### src/rtl/cpu_sequencer.sv
`default_nettype none
// ============================================================================
// Module      : cpu_sequencer
// Description : Control sequencer for a small accumulator CPU. Every
//               instruction runs FETCH -> DECODE -> OPRD -> EXEC; HLT parks
//               the machine in HALT until reset. The ALU and memory are
//               external to this block.
// Ports       : clk, rst            - clock, synchronous active-high reset
//               mem_rdata           - memory read data (one cycle after mem_rd)
//               alu_out, a_is_zero  - ALU result and accumulator-zero flag
//               opcode, acc         - instruction opcode and accumulator to ALU
//               mem_addr, mem_rd,
//               mem_wr, mem_wdata   - memory access port
//               pc, halt            - program counter and halted status
// Revision    : 1.0 - initial release
// ============================================================================
module cpu_sequencer #(
    parameter int WIDTH  = 8,
    parameter int AWIDTH = 5
) (
    input  logic              clk,
    input  logic              rst,
    input  logic [WIDTH-1:0]  mem_rdata,
    input  logic [WIDTH-1:0]  alu_out,
    input  logic              a_is_zero,
    output logic [2:0]        opcode,
    output logic [WIDTH-1:0]  acc,
    output logic [AWIDTH-1:0] mem_addr,
    output logic              mem_rd,
    output logic              mem_wr,
    output logic [WIDTH-1:0]  mem_wdata,
    output logic [AWIDTH-1:0] pc,
    output logic              halt
);

    // State encoding
    localparam logic [2:0] c_ST_FETCH  = 3'd0;
    localparam logic [2:0] c_ST_DECODE = 3'd1;
    localparam logic [2:0] c_ST_OPRD   = 3'd2;
    localparam logic [2:0] c_ST_EXEC   = 3'd3;
    localparam logic [2:0] c_ST_HALT   = 3'd4;

    // Opcode encoding
    localparam logic [2:0] c_OP_HLT = 3'd0;
    localparam logic [2:0] c_OP_SKZ = 3'd1;
    localparam logic [2:0] c_OP_ADD = 3'd2;
    localparam logic [2:0] c_OP_AND = 3'd3;
    localparam logic [2:0] c_OP_XOR = 3'd4;
    localparam logic [2:0] c_OP_LDA = 3'd5;
    localparam logic [2:0] c_OP_STO = 3'd6;
    localparam logic [2:0] c_OP_JMP = 3'd7;

    logic [2:0]        r_state;
    logic [2:0]        w_state_next;
    logic [AWIDTH-1:0] r_pc;
    logic [WIDTH-1:0]  r_acc;
    logic [WIDTH-1:0]  r_ir;
    logic              r_halt;

    logic [2:0]        w_op;
    logic [AWIDTH-1:0] w_ir_addr;
    logic [AWIDTH-1:0] w_pc_inc;
    logic              w_uses_operand;
    logic              w_rd;
    logic              w_wr;
    logic [AWIDTH-1:0] w_addr;

    assign w_op      = r_ir[WIDTH-1 -: 3];
    assign w_ir_addr = r_ir[AWIDTH-1:0];
    // Natural AWIDTH-bit overflow gives the silent wrap to address 0.
    assign w_pc_inc  = r_pc + AWIDTH'(1);

    // Instructions whose operand comes from memory through the ALU.
    assign w_uses_operand = (w_op == c_OP_ADD) || (w_op == c_OP_AND) ||
                            (w_op == c_OP_XOR) || (w_op == c_OP_LDA);

    // Next state and memory strobes
    always_comb begin
        w_state_next = r_state;
        w_rd         = 1'b0;
        w_wr         = 1'b0;
        w_addr       = r_pc;
        case (r_state)
            c_ST_FETCH: begin
                w_rd         = 1'b1;
                w_state_next = c_ST_DECODE;
            end
            c_ST_DECODE: begin
                w_state_next = c_ST_OPRD;
            end
            c_ST_OPRD: begin
                w_addr       = w_ir_addr;
                w_rd         = w_uses_operand;
                w_state_next = c_ST_EXEC;
            end
            c_ST_EXEC: begin
                if (w_op == c_OP_STO) begin
                    w_wr   = 1'b1;
                    w_addr = w_ir_addr;
                end
                w_state_next = (w_op == c_OP_HLT) ? c_ST_HALT : c_ST_FETCH;
            end
            c_ST_HALT: begin
                w_state_next = c_ST_HALT;
            end
            default: begin
                w_state_next = c_ST_FETCH;
            end
        endcase
    end

    // Strobes are squashed combinationally by rst so an in-flight STO
    // cannot write during the reset cycle.
    assign mem_rd    = w_rd & ~rst;
    assign mem_wr    = w_wr & ~rst;
    assign mem_addr  = w_addr;
    assign mem_wdata = r_acc;
    assign opcode    = w_op;
    assign acc       = r_acc;
    assign pc        = r_pc;
    assign halt      = r_halt;

    // State, program counter, accumulator and instruction register
    always_ff @(posedge clk) begin
        if (rst) begin
            r_state <= c_ST_FETCH;
            r_pc    <= '0;
            r_acc   <= '0;
            r_ir    <= '0;
            r_halt  <= 1'b0;
        end else begin
            r_state <= w_state_next;
            r_halt  <= (w_state_next == c_ST_HALT);
            if (r_state == c_ST_DECODE) begin
                r_ir <= mem_rdata;
                r_pc <= w_pc_inc;
            end
            if (r_state == c_ST_EXEC) begin
                case (w_op)
                    c_OP_ADD, c_OP_AND, c_OP_XOR, c_OP_LDA: r_acc <= alu_out;
                    c_OP_JMP: r_pc <= w_ir_addr;
                    c_OP_SKZ: begin
                        if (a_is_zero) begin
                            r_pc <= w_pc_inc;
                        end
                    end
                    default: ;
                endcase
            end
        end
    end

endmodule
`default_nettype wire

### config.mk
export PLATFORM = sky130hd
export DESIGN_NAME = cpu_sequencer
export DESIGN_NICKNAME = d
export VERILOG_FILES = /design/src/rtl/cpu_sequencer.sv
export SDC_FILE = /design/constraint.sdc
export NUM_CORES = 1
export LEC_CHECK = 0
export ABC_AREA = 1
export CAP_MARGIN = 10
export CORE_AREA = 5 5 69 71
export CTS_CLUSTER_DIAMETER = 120
export DETAILED_ROUTE_END_ITERATION = 8
export DIE_AREA = 0 0 74 76
export PLACE_DENSITY = 0.75
export SYNTH_ARGS = -nofsm -noshare
export SYNTH_HDL_FRONTEND = slang
export SYNTH_SLANG_ARGS = --single-unit
### constraint.sdc
create_clock -name clk -period 2.8 [get_ports clk]
set_input_delay 0.7 -clock clk [delete_from_list [all_inputs] [get_ports clk]]
set_output_delay 0.7 -clock clk [all_outputs]
set_load 0.1 [all_outputs]
==> results of run 1 <==
[cells by family (layout without fill, tap and decap cells)]
kind of cell	Yosys count	in the layout	share of synthesized area, %
xor+xnor	1	1	0.641
flops	25	25	36.6
fa+ha+maj	1	1	0.916
buf+inv	35	75	12.8
compound gates	34	34	13.5
simple gates	110	110	35.5
[power groups by stage]
stage | combinational [W] | sequential [W] | clock (W)
global placement | 0.000584 | 0.000437 | 0
finish | 0.000586 | 0.000429 | 0.000214
detailed placement | 0.000591 | 0.000436 | 0
global route | 0.000624 | 0.000436 | 0.000234
CTS | 0.000592 | 0.000429 | 0.000220
floorplan | 0.000379 | 0.000489 | 0
[final timing paths]
| kind | endpoint | startpoint | depth (start not counted) |
|---|---|---|---|
| hold reg to reg | acc[2]$_SDFFE_PP0P_ | acc[2]$_SDFFE_PP0P_ | 2 |
| hold / removal | acc[2]$_SDFFE_PP0P_ | acc[2]$_SDFFE_PP0P_ | 2 |
| setup / recovery | mem_addr[1] | r_state[0]$_SDFF_PP0_ | 7 |
| setup reg to reg | pc[4]$_SDFF_PP0_ | pc[0]$_SDFF_PP0_ | 9 |
[layer usage]
layer	track usage [%]	vias to the layer above	part of all wire [%]
li1	-	736	-
met1	16.2	637	41
met2	21.1	33	52
met3	1.45	8	4.0
met4	7.61	0	2.9
met5	0	-	0
[registers in the layout (all words and copies together) (netlist names)]
register,flops
halt,1
r_state,3
r_ir,8
pc,5
acc,8
[stage by stage]
step / instance area, µm² / setup TNS [ns] / util, %
after global placement: 1880 / 0 / 45.1
after CTS: 1930 / 0 / 46.2
final: 1930 / 0 / 46.2
after floorplan: 1400 / -0.0760 / -
after detailed placement: 1880 / 0 / 45.1
after global routing: 1930 / 0 / 46.2
[cell usage after synthesis (3+ instances only)]
| library cell | instances |
|---|---|
| nand2_1 | 74 |
| dfxtp_1 | 25 |
| a21oi_1 | 22 |
| inv_1 | 15 |
| nor2_1 | 13 |
| nand3_1 | 12 |
| buf_4 | 11 |
| o21ai_1 | 5 |
| a211oi_1 | 4 |
| clkbuf_1 | 4 |
| nand4_1 | 4 |
| inv_2 | 3 |
[layout make-up]
class / instances / area, µm² / area share [%]
Tap cell: 52 / 65.1 / 3.37
Sequential cell: 25 / 500 / 25.9
Timing Repair Buffer: 53 / 531 / 27.5
Inverter: 18 / 67.6 / 3.50
Clock buffer: 4 / 45.0 / 2.33
Multi-Input combinational cell: 146 / 721 / 37.4
[worst max-delay path, stage by stage (launching register included)]
cell and delay [ns]:
dfxtp_1 0.40, nand2_2 0.14, nor2_4 0.21, nand4_2 0.15
nand2_2 0.23, nor2_1 0.08, a21oi_2 0.17, buf_12 0.20
==> results.toml, run 1 <==
[status]
status = "complete, no violations"

[pwr]
switching_power_w = 0.000568
switching_share_pct = 46.2
powerDensity_mw_per_mm2 = 637
p_seq_share_pct = 34.9
intPower_w = 0.000661
p_total_w = 0.00123
p_comb_share_pct = 47.7
clkPwrFrac_pct = 17.4
power.leakage_nw = 0.854
ir_drop_mv = 0.320

[global_route]
grt_pass1_wl_mm = 5.97
grt_pass1_vias = 1368
grt_max_degree = 19
antenna_found_initial = 0
grt_use_total_pct = 13.0
grt_remaining_overflow = 0

[floorplan]
num_io_pins = 51
core_area_mm2 = 0.00417
die_height_um = 76
initial_core_util_pct = 32.7
die_w_um = 74
rows = 24
dieArea_mm2 = 0.00562

[routing]
drt-vias-per-instance = 4.74
initialDrtViolationCount = 67
routedWlPerCell_um = 11.8
wirelength_mm = 3.51
drc = 0
drtPass1Iterations = 4
ant_nets = 0
vias = 1414

[placement]
dp_cells = 294
dp_slack_ns = 0.309
dp_hpwl_mm = 2.74
portBuffers = 50
gp_congestion = 0.826

[clock_tree]
cts_setup_buffers = 0
tritoncts = "built"
clkSlewWorstSetupHoldPaths_ns = 0.08
holdBufCountCts = 0
ctsResizeCount = 0
clockBufferDepth = 2
cts.sinks = 25
cts.root.buffer_cell = "clkbuf_8"
htree_levels = 1
cts_buffers = 3
worstSkewPairLatency_ns = 0.27

[sta]
slew_headroom_pct = 75.0
worst_slew_pin_slew_ns = 0.373
finalClockSkew_ns = 0.00386
rsz0062_at_grt = "no"
max_freq_mhz = 391
setup_viol = 0
fin_ws_ns = 0.243
fin_crit_sh_pct = 91.3
whs_ns = 0.484
finalCriticalPeriod_ns = 2.56
final-hold-violation-count = 0
drv_slew = 0

[synthesis]
yosysSeqAreaShare_pct = 36.6
synth_area_mm2 = 0.00137
yosys_warnings = 0
synth_area_leader_cell = "dfxtp_1"
synth_fp_nets = 226
synthArstFlopShare_pct = 0
synth_cell_types = 22
synth-seq-cells = 25
synth_edf_count = 0
synth_area_leaders = "dfxtp_1 (37%), nand2_1 (20%), a21oi_1 (8.1%), buf_4 (6.0%), nand3_1 (4.4%)"
synth_top_area_share_pct = 36.6
synthCells = 206
syn_avg_cell_area_um2 = 6.63
ys.flop_type = "dfxtp_1"

[finish]
mostFrequentLayoutCell = "nand2_1"
final_nets = 267
areaGrowthSynthToFinish_pct = 41.2
final_cell_mix = "nand2_1 (74), buf_4 (28), dfxtp_1 (25), a21oi_1 (20), clkdlybuf4s50_1 (18)"
n_antenna_cell = 0
fillers = 422
fin_cells = 298
drive_gt1_share_pct = 22.0

[setup_path]
worstPathMaxFanout = 9
worstPathRequired_ns = 2.10
startpoint_type = "register"
end_kind = "output port"
critical_path_class = "reg -> out"
critPathArrivalTime_ns = 1.86
reg2reg_setup_slack_ns = 1.32

[hold_path]
min_path_type = "reg -> reg"

[job]
cap_violations = 0
No activity file was read; power rests on OpenSTA's default activity.
==> run 2: changes to the inputs <==
==> constraint.sdc (replaced) <==
create_clock -name clk -period 2.8 [get_ports clk]
set_input_delay 0.28 -clock clk [delete_from_list [all_inputs] [get_ports clk]]
set_output_delay 0.28 -clock clk [all_outputs]
set_load 0.1 [all_outputs]
==> run 2 against run 1 <==
  * Clock power fell by 3%
  * Maximum frequency rose by 18%
  * Wire length rose by 0.83%
  * Non-clock buffer count fell by 2
  * Sequential cell count did not move
  * Setup slack improved by 0.39 ns
  * Utilization fell by 2.1 points
  * Count of clock-buffer cells in the layout did not move
  * Worst hold slack got worse by 0.0024 ns
  * Largest cell class unchanged
==> results.toml, run 2 (synthesized netlist as in run 1, its figures left out) <==
[sta]
worst_slew_pin_slew_ns = 0.427
slew_headroom_pct = 71.4
finalClockSkew_ns = 0.00352
rsz0062_at_grt = "no"
fin_setup_tns_ns = 0
fin_crit_sh_pct = 77.3
max_freq_mhz = 462
drv_slew = 0
setup_viol = 0
finalCriticalPeriod_ns = 2.16
final-hold-violation-count = 0

[routing]
highest_layer = "met4"
drc = 0
vias = 1391
ant_nets = 0
wl_met3_um = 129
wirelength_mm = 3.54
routedWlPerCell_um = 12.0
drt-vias-per-instance = 4.70
wl_met1_mm = 1.51
wl_met2_mm = 1.87
drtPass1Iterations = 4
initialDrtViolationCount = 106

[setup_path]
worstPathRequired_ns = 2.52
reg2reg_setup_slack_ns = 1.31
r2r_start = "pc[1]$_SDFF_PP0_"
worstPathMaxFanout = 9
end_kind = "output port"
critical_path_class = "reg -> out"
critPathArrivalTime_ns = 1.88
r2r_end = "pc[2]$_SDFF_PP0_"
startpoint_type = "register"
rr_worst_depth = 8

[finish]
final_cell_mix = "nand2_1 (74), buf_4 (31), dfxtp_1 (25), a21oi_1 (20), clkdlybuf4s50_1 (18)"
multi_input_area_um2 = 711
fillers = 426
fin_cells = 296
areaGrowthSynthToFinish_pct = 34.8
drive_gt1_share_pct = 20.9
n_antenna_cell = 0
regArea_um2 = 500
mostFrequentLayoutCell = "nand2_1"
final_nets = 265

[clock_tree]
ctsResizeCount = 0
cts.sinks = 25
cts_buffers = 3
tritoncts = "built"
holdBufCountCts = 0
worstSkewPairLatency_ns = 0.26
cts_setup_buffers = 0
clkSlewWorstSetupHoldPaths_ns = 0.08
clockBufferDepth = 2
cts.root.buffer_cell = "clkbuf_8"
htree_levels = 1

[pwr]
intPower_w = 0.000628
clkPwrFrac_pct = 17.5
p_comb_share_pct = 46.2
power.leakage_nw = 0.829
ir_drop_mv = 0.378
switching_power_w = 0.000558
switching_share_pct = 47.0
powerDensity_mw_per_mm2 = 644
p_seq_share_pct = 36.2

[global_route]
antenna_found_initial = 0
grt_pass1_wl_mm = 5.84
grt_remaining_overflow = 0
grt_max_degree = 19
grt_pass1_vias = 1292
grt_use_total_pct = 12.8

[floorplan]
core_area_mm2 = 0.00417
die_w_um = 74
dieArea_mm2 = 0.00562
rows = 24
initial_core_util_pct = 32.7
num_io_pins = 51
die_height_um = 76

[hold_path]
holdPathEnd = "acc[0]$_SDFFE_PP0P_"
min_from = "acc[0]$_SDFFE_PP0P_"
hold_depth = 2
min_path_type = "reg -> reg"

[placement]
dp_cells = 292
portBuffers = 50
gp_congestion = 0.838
dp_hpwl_mm = 2.72

[job]
cap_violations = 0

[status]
status = "complete, no violations"
==> run 2: changes by cell type in the layout (fill, tap and decap cells not counted), sizes merged <==
cell,change
buf,-2
==> run 2: per-layer routing <==
layer  up-vias  track usage, %
li1        734               -
met1       633            15.5
met2        22            22.2
met3         2            1.72
met4         0            5.07
met5         -               0
==> run 2: worst max path at each step <==
stage,start,to,slack (ns),cells past startpoint
after floorplan,pc[3]$_SDFF_PP0_,mem_addr[3],0.38,3
after CTS,r_state[0]$_SDFF_PP0_,mem_addr[3],0.63,7
final,r_state[0]$_SDFF_PP0_,mem_addr[3],0.64,7
after global placement,r_state[1]$_SDFF_PP0_,mem_addr[3],0.98,7
after global routing,r_state[0]$_SDFF_PP0_,mem_addr[1],0.46,7
after detailed placement,r_state[0]$_SDFF_PP0_,mem_addr[3],0.93,7
==> run 2: power groups by stage <==
stage | sequential (W) | combinational [W] | clock, W
finish | 0.000430 | 0.000548 | 0.000208
global route | 0.000436 | 0.000582 | 0.000235
CTS | 0.000430 | 0.000551 | 0.000217
detailed placement | 0.000438 | 0.000550 | 0
global placement | 0.000437 | 0.000544 | 0
floorplan | 0.000489 | 0.000374 | 0
==> run 2: layout make-up <==
cell class / count / area share [%]
inverter: 18 / 3.67
timing repair buffer: 51 / 24.6
multi-input combinational: 146 / 38.6
tap: 52 / 3.53
sequential: 25 / 27.2
clock buffer: 4 / 2.45
==> run 2: per-stage QoR <==
step,hold slack [ns],setup slack [ns],power (W),instance area [µm²],util [%]
5_1_grt,0.511,0.459,0.00125,1840,44.1
3_3_place_gp,0.469,0.978,0.000981,1800,43.0
3_5_place_dp,0.473,0.926,0.000988,1800,43.0
2_1_floorplan,0.423,0.377,0.000863,1390,-
4_1_cts,0.486,0.629,0.00120,1840,44.1
6_report,0.481,0.637,0.00119,1840,44.1
==> run 2: critical path, cell delays in order, from the launching register on <==
cell and delay, ns:
dfxtp_1 0.41, nand2_2 0.14, nor2_4 0.21, nand4_2 0.15, nand2_2 0.23, nor2_1 0.08, a21oi_2 0.11, buf_4 0.30
==> run 3: changes to the inputs <==
==> constraint.sdc (replaced) <==
create_clock -name clk -period 2 [get_ports clk]
set_input_delay 0.2 -clock clk [delete_from_list [all_inputs] [get_ports clk]]
set_output_delay 0.2 -clock clk [all_outputs]
set_load 0.1 [all_outputs]
==> run 3 against run 2 <==
  * Final cell count rose by 1.0%
  * Final area rose by 7.1%
  * First-iteration DRC count rose by 8.5%
  * Utilization rose by 3.1 points
  * Largest cell class unchanged
==> results.toml, run 3 (synthesized netlist as in run 1, its figures left out) <==
[status]
status = "complete, no violations"

[clock_tree]
cts_buffers = 3
tritoncts = "built"
clkSlewWorstSetupHoldPaths_ns = 0.09
cts.root.buffer_cell = "clkbuf_8"
worstSkewPairLatency_ns = 0.27
htree_levels = 1
clockBufferDepth = 2
cts.sinks = 25

[routing]
drtPass1Iterations = 4
routedWlPerCell_um = 12.1
wirelength_mm = 3.63
ant_nets = 0
drc = 0
vias = 1416
initialDrtViolationCount = 115
drt-vias-per-instance = 4.74

[job]
cap_violations = 0

[finish]
areaGrowthSynthToFinish_pct = 44.3
fin_area_mm2 = 0.00197
fillers = 409
n_antenna_cell = 0
final_nets = 268
mostFrequentLayoutCell = "nand2_1"
drive_gt1_share_pct = 24.7
final_cell_mix = "nand2_1 (74), buf_4 (29), a21oi_1 (20), dfxtp_1 (19), clkdlybuf4s50_1 (18)"

[placement]
portBuffers = 50
gp_congestion = 0.839
dp_hpwl_mm = 2.79
dp_slack_ns = 0.249
place_area_mm2 = 0.00191

[floorplan]
initial_core_util_pct = 32.7
dieArea_mm2 = 0.00562
core_area_mm2 = 0.00417
rows = 24
num_io_pins = 51
die_w_um = 74
die_height_um = 76

[pwr]
powerDensity_mw_per_mm2 = 890
power.leakage_nw = 0.868
ir_drop_mv = 0.537

[sta]
worst_slew_pin_slew_ns = 0.395
finalClockSkew_ns = 0.00587
finalCriticalPeriod_ns = 1.87
fin_ws_ns = 0.132
fin_crit_sh_pct = 93.4
slew_headroom_pct = 73.6
max_freq_mhz = 535
setup_viol = 0
drv_slew = 0
final-hold-violation-count = 0
rsz0062_at_grt = "no"

[setup_path]
end_kind = "output port"
critPathArrivalTime_ns = 1.67
worstPathMaxFanout = 8
critical_path_class = "reg -> out"
startpoint_type = "register"
worstPathRequired_ns = 1.80

[global_route]
grt_pass1_vias = 1361
antenna_found_initial = 0
grt_use_total_pct = 13.4
grt_pass1_wl_mm = 6.20
grt_remaining_overflow = 0
grt_max_degree = 19

[hold_path]
min_path_type = "in -> reg"
run 3: changes by cell type in the layout (fill, tap and decap cells not counted), sizes merged:
| cell | before | now |
|---|---|---|
| buf | 33 | 36 |
run 3: repair_timing:
item / 4_1_cts / 5_1_grt
setup buffers: 1 / 0
hold buffers: 0 / 0
resized for setup: 1 / 1
pin swaps: 1 / 0
setup endpoints to repair: 4 / 1
run 3: routing by layer:
layer	track usage, %	vias to the layer above	routed length, µm
met4	3.44	0	44
met3	1.72	4	135
met5	0	-	0
met1	16.5	650	1550
met2	23.8	24	1900
li1	-	738	-
run 3: critical path, stage by stage, from the launching register on:
cell     delay (ns)
dfxtp_1        0.32
inv_2          0.09
nand2_2        0.12
nor2_4         0.14
nand4_2        0.14
nand2_4        0.17
nor2_1         0.09
a21oi_4        0.14
buf_12         0.19
run 3: cell type report:
cell class	instances	area, µm²	share of cell area [%]
flip-flops and latches	25	508	25.8
repair buffers	54	538	27.3
multi-input cells	146	748	37.9
clock buffers	4	45.0	2.28
inverters	18	67.6	3.43
well taps	52	65.1	3.30
run 3: power by group:
group          leakage, nW  switching (W)  internal [W]
clock network       0.0228       0.000156      0.000142
registers            0.206      0.0000557      0.000549
logic                0.639       0.000601      0.000250
run 3: metrics by stage:
stage	total power, W	util [%]	hold WS [ns]	cells	TNS (ns)
floorplan	0.00123	-	0.343	206	-0.130
detailed placement	0.00146	45.8	0.475	294	0
global placement	0.00146	45.8	0.469	294	0
CTS	0.00176	47.2	0.487	299	0
global route	0.00185	47.2	0.479	299	0
finish	0.00175	47.2	0.484	299	0
run 3: final timing paths:
| check | start | endpoint | slack (ns) | depth (start not counted) |
|---|---|---|---|---|
| setup / recovery | r_state[2]$_SDFF_PP0_ | mem_addr[3] | 0.13 | 8 |
| hold reg to reg | acc[2]$_SDFFE_PP0P_ | acc[2]$_SDFFE_PP0P_ | 0.49 | 2 |
| hold / removal | mem_rdata[0] | r_ir[0]$_SDFFE_PP0N_ | 0.48 | 3 |
| setup reg to reg | r_ir[7]$_SDFFE_PP0N_ | acc[0]$_SDFFE_PP0P_ | 0.52 | 7 |
==> variant, RTL diff (config.mk and constraints of run 1) <==
Change the parameter `AWIDTH` from 5 to 7.
--- a/src/rtl/cpu_sequencer.sv
+++ b/src/rtl/cpu_sequencer.sv
@@ -17,5 +17,5 @@
 module cpu_sequencer #(
     parameter int WIDTH  = 8,
-    parameter int AWIDTH = 5
+    parameter int AWIDTH = 7
 ) (
     input  logic              clk,
Interface: changed (resized mem_addr and pc); port bits go from 51 to 55. The function was not compared with the original's and may differ.
==> variant against run 1 <==
Largest power group unchanged; synthesized area is 16% higher; largest cell class unchanged; sequential share of layout area is 0.97 points lower; critical endpoint is now mem_addr[0]; sequential cell count is 2 higher; first-iteration DRC count grew 57%; routed wire length rose by 19%; power shrank 9.7%; maximum frequency fell by 0.48%; clock skew increased by 3.3 ps; clock power grew 8%; final cell count rose by 13%; design area rose by 12%; setup slack got worse by 12 ps.
==> variant: results (changes against run 1) <==
outcome finished, final reports clean; RD Place Congestion 0.814 (-1.4%); register area share after synthesis 0.342 (-0.0240); Clk pwr share 0.208 (+0.034); Pleak 0.000963 uW (+13%); Finished Layout Cells 338 (+13%); Worst Setup EP mem_addr[0]; Post-DP HPWL 3.15 mm (+15%); first-pass GRT wire length 6.87 mm (+15%); clk_skew 7.13 ps (+3.27 ps); relative slew slack 0.471 (-0.279); Post-synth top cells 87 x nand2_1, 27 x dfxtp_1, 26 x a21oi_1; Hold Slack 484 ps (+0.129 ps); Slowest Stage Delay on Critical Path 350 ps (-50 ps); fillers 411 (-2.6%); Placed Cells incl. Taps 334 (+14%); nets 307 (+15%); largest net degree at the start of global routing 27 (+8); vias in the first global route 1458 (+6.6%); fmax 389 MHz (-0.48%); Max VDD drop 0.000347 V (+8.5%); Syn Area/Cell 6.44 sq um (-2.8%); port bufs 54 (+8.0%); GRT Total Usage 0.152 (+0.0220); Area after DPL 2110 sq um (+12%); signal buffers share of area 0.264 (-0.0114); clk cell area share 0.0225 (-0.000803); # clk buffers 3 (-1); reg2reg start r_state[0]; Signal inverters 27 (+9); syn_nets 265 (+17%); reg2reg path depth 8 (-1)
variant: changes by cell type after synthesis, sizes merged, moves of 2 or more:
| cell | run 1 | this run |
|---|---|---|
| nand4 | 5 | 0 |
| dfxtp | 25 | 27 |
| xor2 | 1 | 3 |
| nand3 | 13 | 16 |
| buf | 13 | 15 |
| nor2 | 15 | 17 |
| o21ai | 7 | 10 |
| nand2 | 76 | 89 |
| a21oi | 22 | 27 |
| inv | 18 | 26 |
| o22ai | 0 | 2 |
variant: cell families (layout without fill, tap and decap cells):
family | after synthesis | count (layout) | synth area share
buffers and inverters | 45 | 86 | 0.144
adders and majority gates | 1 | 1 | 0.00792
xor gates and xnor gates | 4 | 4 | 0.0222
DFF | 27 | 27 | 0.342
AOI/OAI and AO/OA | 44 | 44 | 0.152
and+or+nand+nor | 124 | 124 | 0.331
variant: layer usage:
metal	vias to the layer above	wire, um	track usage
met5	-	0	0
met4	0	74	0.0580
met3	7	273	0.0251
met2	47	2060	0.240
met1	756	1780	0.204
li1	848	-	-
